### src/rtl/jt51_ring_pkg.sv
// Shared definitions for the slot-domain ring blocks:
// slot index width and write-port FSM encoding.
package jt51_ring_pkg;

    typedef enum logic {
        IDLE = 1'b0,
        PEND = 1'b1
    } wr_st_t;

    function automatic int slot_w(input int n);
        return (n < 2) ? 1 : $clog2(n);
    endfunction

endpackage

### src/rtl/jt51_slot_cnt.sv
// Wrapping slot counter, advances on cen, with a
// decoded marker for slot zero.
module jt51_slot_cnt
    import jt51_ring_pkg::*;
#(
    parameter int stages = 32,
    localparam int sw = slot_w(stages)
) (
    input  logic          rst,
    input  logic          clk,
    input  logic          cen,
    output logic [sw-1:0] cnt,
    output logic          zero
);

    always_ff @(posedge clk or posedge rst) begin
        if (rst) begin
            cnt <= '0;
        end else if (cen) begin
            // power-of-two length: natural overflow wraps
            cnt <= cnt + sw'(1);
        end
    end

    assign zero = (cnt == '0);

endmodule

### src/rtl/jt51_slot_ring.sv
// Circulating per-slot parameter ring with a single
// pending CPU write merged when its slot passes.
module jt51_slot_ring
    import jt51_ring_pkg::*;
#(
    parameter int width  = 5,
    parameter int stages = 32,
    localparam int sw = slot_w(stages)
) (
    input  logic             rst,
    input  logic             clk,
    input  logic             cen,
    input  logic             wr_req,
    input  logic [sw-1:0]    wr_slot,
    input  logic [width-1:0] wr_data,
    output logic             wr_busy,
    output logic [sw-1:0]    cur_slot,
    output logic             zero,
    output logic [width-1:0] dout
);

    localparam int rw = stages * width;

    logic [rw-1:0]    ring;
    logic [width-1:0] head;
    logic [width-1:0] inject;
    logic [sw-1:0]    pend_slot;
    logic [width-1:0] pend_data;
    logic             commit;
    wr_st_t           st;

    jt51_slot_cnt #(
        .stages (stages)
    ) u_cnt (
        .rst  (rst),
        .clk  (clk),
        .cen  (cen),
        .cnt  (cur_slot),
        .zero (zero)
    );

    assign head    = ring[rw-1 -: width];
    assign dout    = head;
    assign wr_busy = (st == PEND);
    assign commit  = (st == PEND) && (cur_slot == pend_slot);
    assign inject  = commit ? pend_data : head;

    always_ff @(posedge clk or posedge rst) begin
        if (rst) begin
            ring <= '0;
        end else if (cen) begin
            ring <= {ring[rw-width-1:0], inject};
        end
    end

    // requests are taken on any edge; commits only on enabled ones
    always_ff @(posedge clk or posedge rst) begin
        if (rst) begin
            st        <= IDLE;
            pend_slot <= '0;
            pend_data <= '0;
        end else begin
            unique case (st)
                IDLE: begin
                    if (wr_req) begin
                        pend_slot <= wr_slot;
                        pend_data <= wr_data;
                        st        <= PEND;
                    end
                end
                PEND: begin
                    if (cen && commit) begin
                        st <= IDLE;
                    end
                end
                default: st <= IDLE;
            endcase
        end
    end

endmodule

### config.mk
export PLATFORM = sky130hd
export DESIGN_NAME = jt51_slot_ring
export DESIGN_NICKNAME = d
export VERILOG_FILES = /design/src/rtl/jt51_ring_pkg.sv /design/src/rtl/jt51_slot_cnt.sv /design/src/rtl/jt51_slot_ring.sv
export SDC_FILE = /design/constraint.sdc
export NUM_CORES = 1
export LEC_CHECK = 0
export BUFFER_PORTS_ARGS = -buffer_cell sky130_fd_sc_hd__buf_2
export CORE_UTILIZATION = 51
export CTS_CLUSTER_DIAMETER = 200
export DETAILED_ROUTE_END_ITERATION = 10
export HOLD_SLACK_MARGIN = 0.1
export PLACE_DENSITY_LB_ADDON = 0.2
export SLEW_MARGIN = 20
export SYNTH_ARGS = -nofsm -noshare
export SYNTH_HDL_FRONTEND = slang
export SYNTH_SLANG_ARGS = --single-unit
### constraint.sdc
create_clock -name clk -period 8.35 [get_ports clk]
set_input_delay 1.2525 -clock clk [delete_from_list [all_inputs] [get_ports clk]]
set_output_delay 1.2525 -clock clk [all_outputs]
set_load 0.05 [all_outputs]
==> results.yml, run 1 <==
floorplanning:
  core_area_mm2: 0.0127
  dieArea_mm2: 0.0135
  num_rows: 41
  dieHeight_um: 116
  ios: 26
  floorplan.initialDensity: 0.526
  die_w_um: 116
sta:
  finalMaxSlewViolations: 0
  max-slew-margin-rel: 0.267
  fin_crit_sh: 0.352
  worst-slew-pin-transition_ns: 1.10
  finClkSkew_ns: 0.00576
  fin_setup_tns_ns: 0
  hold_viol_final: 0
  rsz0062_at_grt: "false"
  setup_viol: 0
  layout_min_cycle_time_ns: 2.94
  fmax_mhz: 340
detailed_routing:
  vias: 3102
  drt-initial-drc-count: 230
  drtPass1Iterations: 4
  ant_nets: 0
  drt-total-wl_um: 8780
  post_drt_wl_per_cell_um: 14.4
  drc: 0
  vias_per_cell: 5.09
clock_tree:
  cts_sinks: 176
  cts_made_buffers: 17
  cts_buffer_depth: 2
  postCtsSetupBuffers: 0
  cts_hold_buf: 0
  root_buffer: "clkbuf_16"
  clkSlewWorstSetupHoldPaths_ns: 0.07
  clk_latency_ns: 0.42
  cts_resized: 0
  cts_max_level: 4
  cts_tree: "yes"
worst_setup_path:
  crit_required_ns: 7.10
  crit_type: "flop to primary output"
  worstSetupEndpoint: "zero"
  reg2regPathDepth: 4
  cp-end-kind: "primary output"
  start_kind: "flop"
  worstPathArrival_ns: 1.69
  worstSetupStartpoint: "u_cnt.cnt[0]"
  r2r_end: "ring[2]"
  critPathMaxFanout: 6
  rr_startpoint: "u_cnt.cnt[2]"
  ff2ff_setup_slack_ns: 6.16
grt:
  antenna_found_initial: 0
  grt_pass1_wl_um: 15400
  grt.overflow.total: 0
  grt_max_degree: 93
  first_global_vias: 3254
  track_usage: 0.152
synth:
  syn_nets: 420
  synth.avg_cell_area_um2: 16.5
  synth_warnings: 0
  syn_inst: 404
  seq_area_frac_synth: 0.661
  synth_cell_type_count: 20
  syn-cell-area_mm2: 0.00667
  synth-seq-cells: 176
power_and_ir_drop:
  vdd.ir_drop.worst_mv: 0.236
  power.density_mw_per_mm2: 292
  p_leak_nw: 3.85
flow_run:
  cap_violations: 0
final_layout:
  final_common_cell: "dfrtp_1"
  layout_common_cells: "dfrtp_1, mux2_2, buf_2, clkbuf_16, nor2b_1"
  syn2layout_area_growth_pct: 12.8
  drive_gt1_frac: 0.513
  diodes: 0
  final_core_util: 0.593
  nets: 440
placement:
  place_congestion: 0.726
  hpwl_um: 5180
  io_buffers: 25
hold_path:
  hold_class: "flop to flop"
  min_path_cells: 1
run_status:
  status: "finished, final reports clean"
[power breakdown]
group          total, W  switching [W]  internal (W)
Sequential      0.00108      0.0000882      0.000996
Clock          0.000807       0.000307      0.000500
Combinational  0.000303       0.000152      0.000151
[worst min-delay path by stage]
stage	startpoint	endpoint	slack [ns]
after floorplan	ring[0]	ring[5]	0.47
after global placement	ring[95]	ring[100]	0.48
after detailed placement	ring[2]	ring[7]	0.48
after CTS	ring[130]	ring[135]	0.50
after global routing	ring[76]	ring[81]	0.51
final	ring[108]	ring[113]	0.50
[critical path, cell delays in order, from the launching register on]
cell and delay [ns]:
dfrtp_1 0.49, inv_1 0.10, ha_1 0.15, nor4b_1 0.21, buf_2 0.31
[metrics by stage]
stage               area (um^2)  cells  hold WS (ns)  total power, W  setup slack [ns]
floorplan                  6670    404         0.471         0.00133              2.32
global placement           6900    577         0.483         0.00139              5.12
detailed placement         6900    577         0.484         0.00141              5.09
CTS                        7510    609         0.503         0.00223              5.37
global route               7520    609         0.513         0.00230              5.30
finish                     7520    609         0.498         0.00219              5.41
[per-layer routing]
| layer | part of all wire | wire [um] | global-route usage |
|---|---|---|---|
| met3 | 0.030 | 260 | 0.0441 |
| met5 | 0 | 0 | 0 |
| met1 | 0.53 | 4640 | 0.209 |
| met4 | 0.025 | 218 | 0.0872 |
| met2 | 0.42 | 3660 | 0.214 |
[kinds of logic after synthesis]
family	Yosys count	synth area share
AND/OR/NAND/NOR	15	0.0133
adder cells (fa/ha/maj)	2	0.00375
multiplexers	165	0.279
AO/OA/AOI/OAI	7	0.00920
flip-flops	176	0.661
buffers and inverters	30	0.0227
XOR/XNOR	9	0.0118
[flip-flops by register name (all words and copies together), names as in the netlist]
register	flops
u_cnt.cnt	5
pend_data	5
pend_slot	5
wr_busy	1
ring	160
[Yosys cell counts]
library cell	number	area, um^2
dfrtp_1	176	4400
mux2_2	165	1860
buf_2	16	80.1
nor2b_1	6	37.5
a221o_1	5	50.1
buf_4	5	37.5
xor2_1	5	43.8
inv_1	4	15.0
xnor2_1	4	35.0
clkbuf_1	3	11.3
buf_1	2	7.51
ha_1	2	25.0
nand2_1	2	7.51
nand4_1	2	12.5
nor2_1	2	7.51
a31oi_1	1	6.26
and4_1	1	8.76
nor4_1	1	6.26
nor4b_1	1	8.76
o21ai_0	1	5.00
[final cells by class]
| type | instances | area (um^2) |
|---|---|---|
| fillers | 987 | 5150 |
| flip-flops and latches | 176 | 4400 |
| multi-input cells | 198 | 2110 |
| clock buffers | 22 | 484 |
| well taps | 172 | 215 |
| repair buffers | 27 | 150 |
| clock inverters | 10 | 133 |
| inverters | 4 | 20.0 |
No activity file was read; power rests on OpenSTA's default activity.
==> inputs of run 2 (changes only) <==
clock period = 2.4 ns   (was 8.35 ns; I/O delays follow)
==> results.yml, run 2 (synthesis gave the netlist of run 1 again) <==
detailed_routing:
  drc: 0
  drtPass1Iterations: 4
  drt-initial-drc-count: 202
  drt-total-wl_um: 9520
  vias: 3159
  ant_nets: 0
  post_drt_wl_per_cell_um: 15.4
  vias_per_cell: 5.10
clock_tree:
  cts_sinks: 176
  cts_made_buffers: 17
  cts_buffer_depth: 2
  cts_hold_buf: 1
  postCtsSetupBuffers: 0
  cts_max_level: 4
  root_buffer: "clkbuf_16"
  cts_resized: 0
  cts_tree: "yes"
  clk_latency_ns: 0.42
  clkSlewWorstSetupHoldPaths_ns: 0.06
hold_path:
  hold_class: "primary input to flop"
final_layout:
  diodes: 0
  drive_gt1_frac: 0.518
  final_common_cell: "dfrtp_1"
  largest_register_ffs: 160
  regMostFlops: "ring"
  nets: 451
  syn2layout_area_growth_pct: 15.3
  final_core_util: 0.607
  layout_common_cells: "dfrtp_1, mux2_2, buf_2, clkbuf_16"
  fill_cells: 997
worst_setup_path:
  cp-end-kind: "primary output"
  crit_type: "flop to primary output"
  crit_required_ns: 2.04
  critPathMaxFanout: 6
  worstPathArrival_ns: 1.70
  start_kind: "flop"
floorplanning:
  floorplan.initialDensity: 0.526
  die_w_um: 116
  ios: 26
  dieArea_mm2: 0.0135
  dieHeight_um: 116
  core_area_mm2: 0.0127
  num_rows: 41
sta:
  rsz0062_at_grt: "false"
  hold_viol_final: 0
  fin_crit_sh: 0.858
  fmax_mhz: 486
  max-slew-margin-rel: 0.600
  setup_ws_ns: 0.341
  finClkSkew_ns: 0.00617
  setup_viol: 0
  finalMaxSlewViolations: 0
  worst-slew-pin-transition_ns: 0.598
  layout_min_cycle_time_ns: 2.06
power_and_ir_drop:
  vdd.ir_drop.worst_mv: 0.604
  p_leak_nw: 3.93
  power.density_mw_per_mm2: 1010
grt:
  grt_pass1_wl_um: 16200
  first_global_vias: 3194
  grt_max_degree: 61
  antenna_found_initial: 0
  track_usage: 0.162
  grt.overflow.total: 0
placement:
  hpwl_um: 6010
  io_buffers: 25
  place_congestion: 0.758
  pre_cts_slack_ns: 0.601
run_status:
  status: "finished, final reports clean"
flow_run:
  cap_violations: 0
## run 2: changes by cell type in the layout (fill, tap and decap cells not counted)
cell | previous run | this run
clkbuf_1 | 1 | 4
nor4b_1 | 1 | 0
clkbuf_8 | 4 | 2
buf_4 | 1 | 6
clkinvlp_4 | 3 | 2
clkinv_2 | 4 | 2
bufinv_16 | 3 | 4
dlygate4sd3_1 | 0 | 1
buf_12 | 0 | 6
buf_6 | 2 | 1
clkinv_4 | 0 | 1
nor4b_2 | 0 | 1
## run 2: worst max-delay path: stages (launching register included)
cell and delay [ns]:
dfrtp_1 0.48, inv_1 0.09, ha_1 0.15, nor4b_2 0.24
buf_2 0.33
## run 2: through the flow
stage / area (um^2) / setup TNS (ns) / hold slack, ns / std cells / power [W]
4_1_cts: 7690 / 0 / 0.149 / 620 / 0.00785
3_3_place_gp: 7050 / 0 / 0.451 / 587 / 0.00488
3_5_place_dp: 7050 / 0 / 0.467 / 587 / 0.00495
5_1_grt: 7690 / 0 / 0.158 / 620 / 0.00813
2_1_floorplan: 6680 / -37.42 / 0.471 / 404 / 0.00463
6_report: 7690 / 0 / 0.172 / 620 / 0.00775
## run 2: final timing paths
check	cells after the start	endpoint	slack, ns	from
max	4	zero	0.34	u_cnt.cnt[0]
min	2	pend_data[1]	0.17	wr_data[1]
max reg2reg	4	ring[1]	0.61	u_cnt.cnt[3]
min reg2reg	1	ring[68]	0.50	ring[63]
max in group asynchronous	4	ring[152]	1.23	rst
min in group asynchronous	3	ring[83]	0.56	rst
## run 2: report_power, final
part           internal (W)  switching [W]
Sequential          0.00346       0.000318
Combinational      0.000551       0.000556
Clock               0.00180        0.00106
Total               0.00582        0.00193
## run 2: layout make-up
class	count	area (um^2)	area share
clock inverter	9	155	0.0202
tap	172	215	0.0280
inverter	4	18.8	0.00244
timing repair buffer	38	307	0.0399
multi-input combinational	198	2120	0.276
sequential	176	4400	0.573
clock buffer	23	468	0.0609
## run 2: routing by layer
| metal | vias to the layer above | part of all wire | GRT usage |
|---|---|---|---|
| met1 | 1619 | 0.49 | 0.226 |
| met3 | 12 | 0.059 | 0.0721 |
| met2 | 48 | 0.44 | 0.220 |
| met5 | - | 0 | 0 |
| li1 | 1480 | - | - |
| met4 | 0 | 0.014 | 0.0692 |
==> inputs of run 3 (changes only) <==
GPL_TIMING_DRIVEN = 0   (was default)
==> results.yml, run 3 (synthesis gave the netlist of run 1 again) <==
run_status:
  status: "finished, final reports clean"
power_and_ir_drop:
  power.density_mw_per_mm2: 972
  vdd.ir_drop.worst_mv: 0.695
  p_leak_nw: 3.94
worst_setup_path:
  worstSetupStartpoint: "u_cnt.cnt[2]"
  critPathMaxFanout: 6
  r2r_end: "ring[3]"
  cp_top_family: "compound AO/OA/AOI/OAI gates"
  worstPathArrival_ns: 2.59
  crit_type: "flop to flop"
  rr_startpoint: "u_cnt.cnt[2]"
  max_stage_delay_ns: 0.73
  reg2regPathDepth: 4
  ff2ff_setup_slack_ns: 0.11
  start_kind: "flop"
  cp.depth: 4
  path_cells: "xor2_1 > nor4_1 > a31oi_1 > a221o_1"
  slowest_stage: "nor4_1"
  critical_path_buf_inv_count: 0
  worstSetupEndpoint: "ring[3]"
  crit_required_ns: 2.69
  cp-end-kind: "flop"
detailed_routing:
  post_drt_wl_per_cell_um: 15.7
  drt-total-wl_um: 9970
  drtPass1Iterations: 4
  vias_per_cell: 5.11
  vias: 3248
  ant_nets: 0
  drc: 0
  drt-initial-drc-count: 141
final_layout:
  diodes: 0
  layout_common_cells: "dfrtp_1, mux2_2, buf_2, clkbuf_16, clkbuf_1"
  final_core_util: 0.605
  nets: 469
  largest_register_ffs: 160
  regMostFlops: "ring"
  syn2layout_area_growth_pct: 15.0
  final_common_cell: "dfrtp_1"
  drive_gt1_frac: 0.522
clock_tree:
  cts_buffer_depth: 2
  cts_sinks: 176
  clkSlewWorstSetupHoldPaths_ns: 0.06
  cts_tree: "yes"
  cts_made_buffers: 17
  root_buffer: "clkbuf_16"
  cts_hold_buf: 1
  cts_max_level: 4
  cts_resized: 0
  clk_latency_ns: 0.42
  postCtsSetupBuffers: 0
grt:
  grt_pass1_wl_um: 17200
  grt_max_degree: 38
  grt.overflow.total: 0
  first_global_vias: 3407
  antenna_found_initial: 0
  track_usage: 0.172
floorplanning:
  die_w_um: 116
  ios: 26
  dieArea_mm2: 0.0135
  dieHeight_um: 116
  num_rows: 41
  core_area_mm2: 0.0127
  floorplan.initialDensity: 0.526
sta:
  max-slew-margin-rel: 0.434
  setup_ws_ns: 0.109
  hold_viol_final: 0
  fmax_mhz: 436
  worst-slew-pin-transition_ns: 0.841
  rsz0062_at_grt: "false"
  layout_min_cycle_time_ns: 2.29
  fin_crit_sh: 0.955
  setup_viol: 0
  finClkSkew_ns: 0.00844
  finalMaxSlewViolations: 0
placement:
  pre_cts_slack_ns: 0.157
  place_congestion: 0.727
  hpwl_um: 6770
  io_buffers: 24
hold_path:
  hold_class: "primary input to flop"
flow_run:
  cap_violations: 0
-- run 3: cell types whose count changed in the layout (fill, tap and decap cells not counted), sizes merged --
cell | before | now
inv | 4 | 3
clkbuf | 23 | 28
buf | 37 | 52
bufinv | 4 | 1
-- run 3: area by class of cell --
| class | count | area (um^2) |
|---|---|---|
| Clock inverter | 5 | 56.3 |
| Sequential cell | 176 | 4400 |
| Timing Repair Buffer | 30 | 230 |
| Clock buffer | 25 | 485 |
| Tap cell | 172 | 215 |
| Multi-Input combinational cell | 198 | 2120 |
| Inverter | 4 | 18.8 |
| Fill cell | 981 | 5010 |
| Buffer | 26 | 136 |
-- run 3: how the worst min path moves through the flow --
| stage | from | to | slack [ns] | depth (start not counted) |
|---|---|---|---|---|
| global route | wr_data[0] | pend_data[0] | 0.17 | 2 |
| CTS | wr_slot[1] | pend_slot[1] | 0.16 | 2 |
| floorplan | ring[0] | ring[5] | 0.47 | 1 |
| detailed placement | ring[143] | ring[143] | 0.49 | 1 |
| finish | wr_slot[1] | pend_slot[1] | 0.18 | 2 |
| global placement | ring[143] | ring[148] | 0.48 | 1 |
-- run 3: layer usage --
| metal | share of wire | track usage | up-vias |
|---|---|---|---|
| met4 | 0.0097 | 0.0692 | 0 |
| met5 | 0 | 0 | - |
| met3 | 0.034 | 0.0519 | 8 |
| met2 | 0.47 | 0.260 | 45 |
| met1 | 0.49 | 0.232 | 1679 |
| li1 | - | - | 1516 |
-- run 3: power by group --
part	leakage [nW]	switching [W]	internal (W)
Sequential	2.42	0.000334	0.00346
Combinational	1.26	0.000560	0.000550
Clock	0.263	0.00104	0.00150
Total	3.94	0.00193	0.00551
-- run 3: per-stage QoR --
stage                     area, um^2  total power (W)  TNS [ns]  instances  hold WS, ns
after detailed placement        7110          0.00497         0        605        0.490
after global placement          7010          0.00489   -190.36        600        0.483
after global routing            7660          0.00782         0        636        0.170
after CTS                       7660          0.00755         0        636        0.156
after floorplan                 6680          0.00463    -37.42        404        0.471
final                           7660          0.00745         0        636        0.180
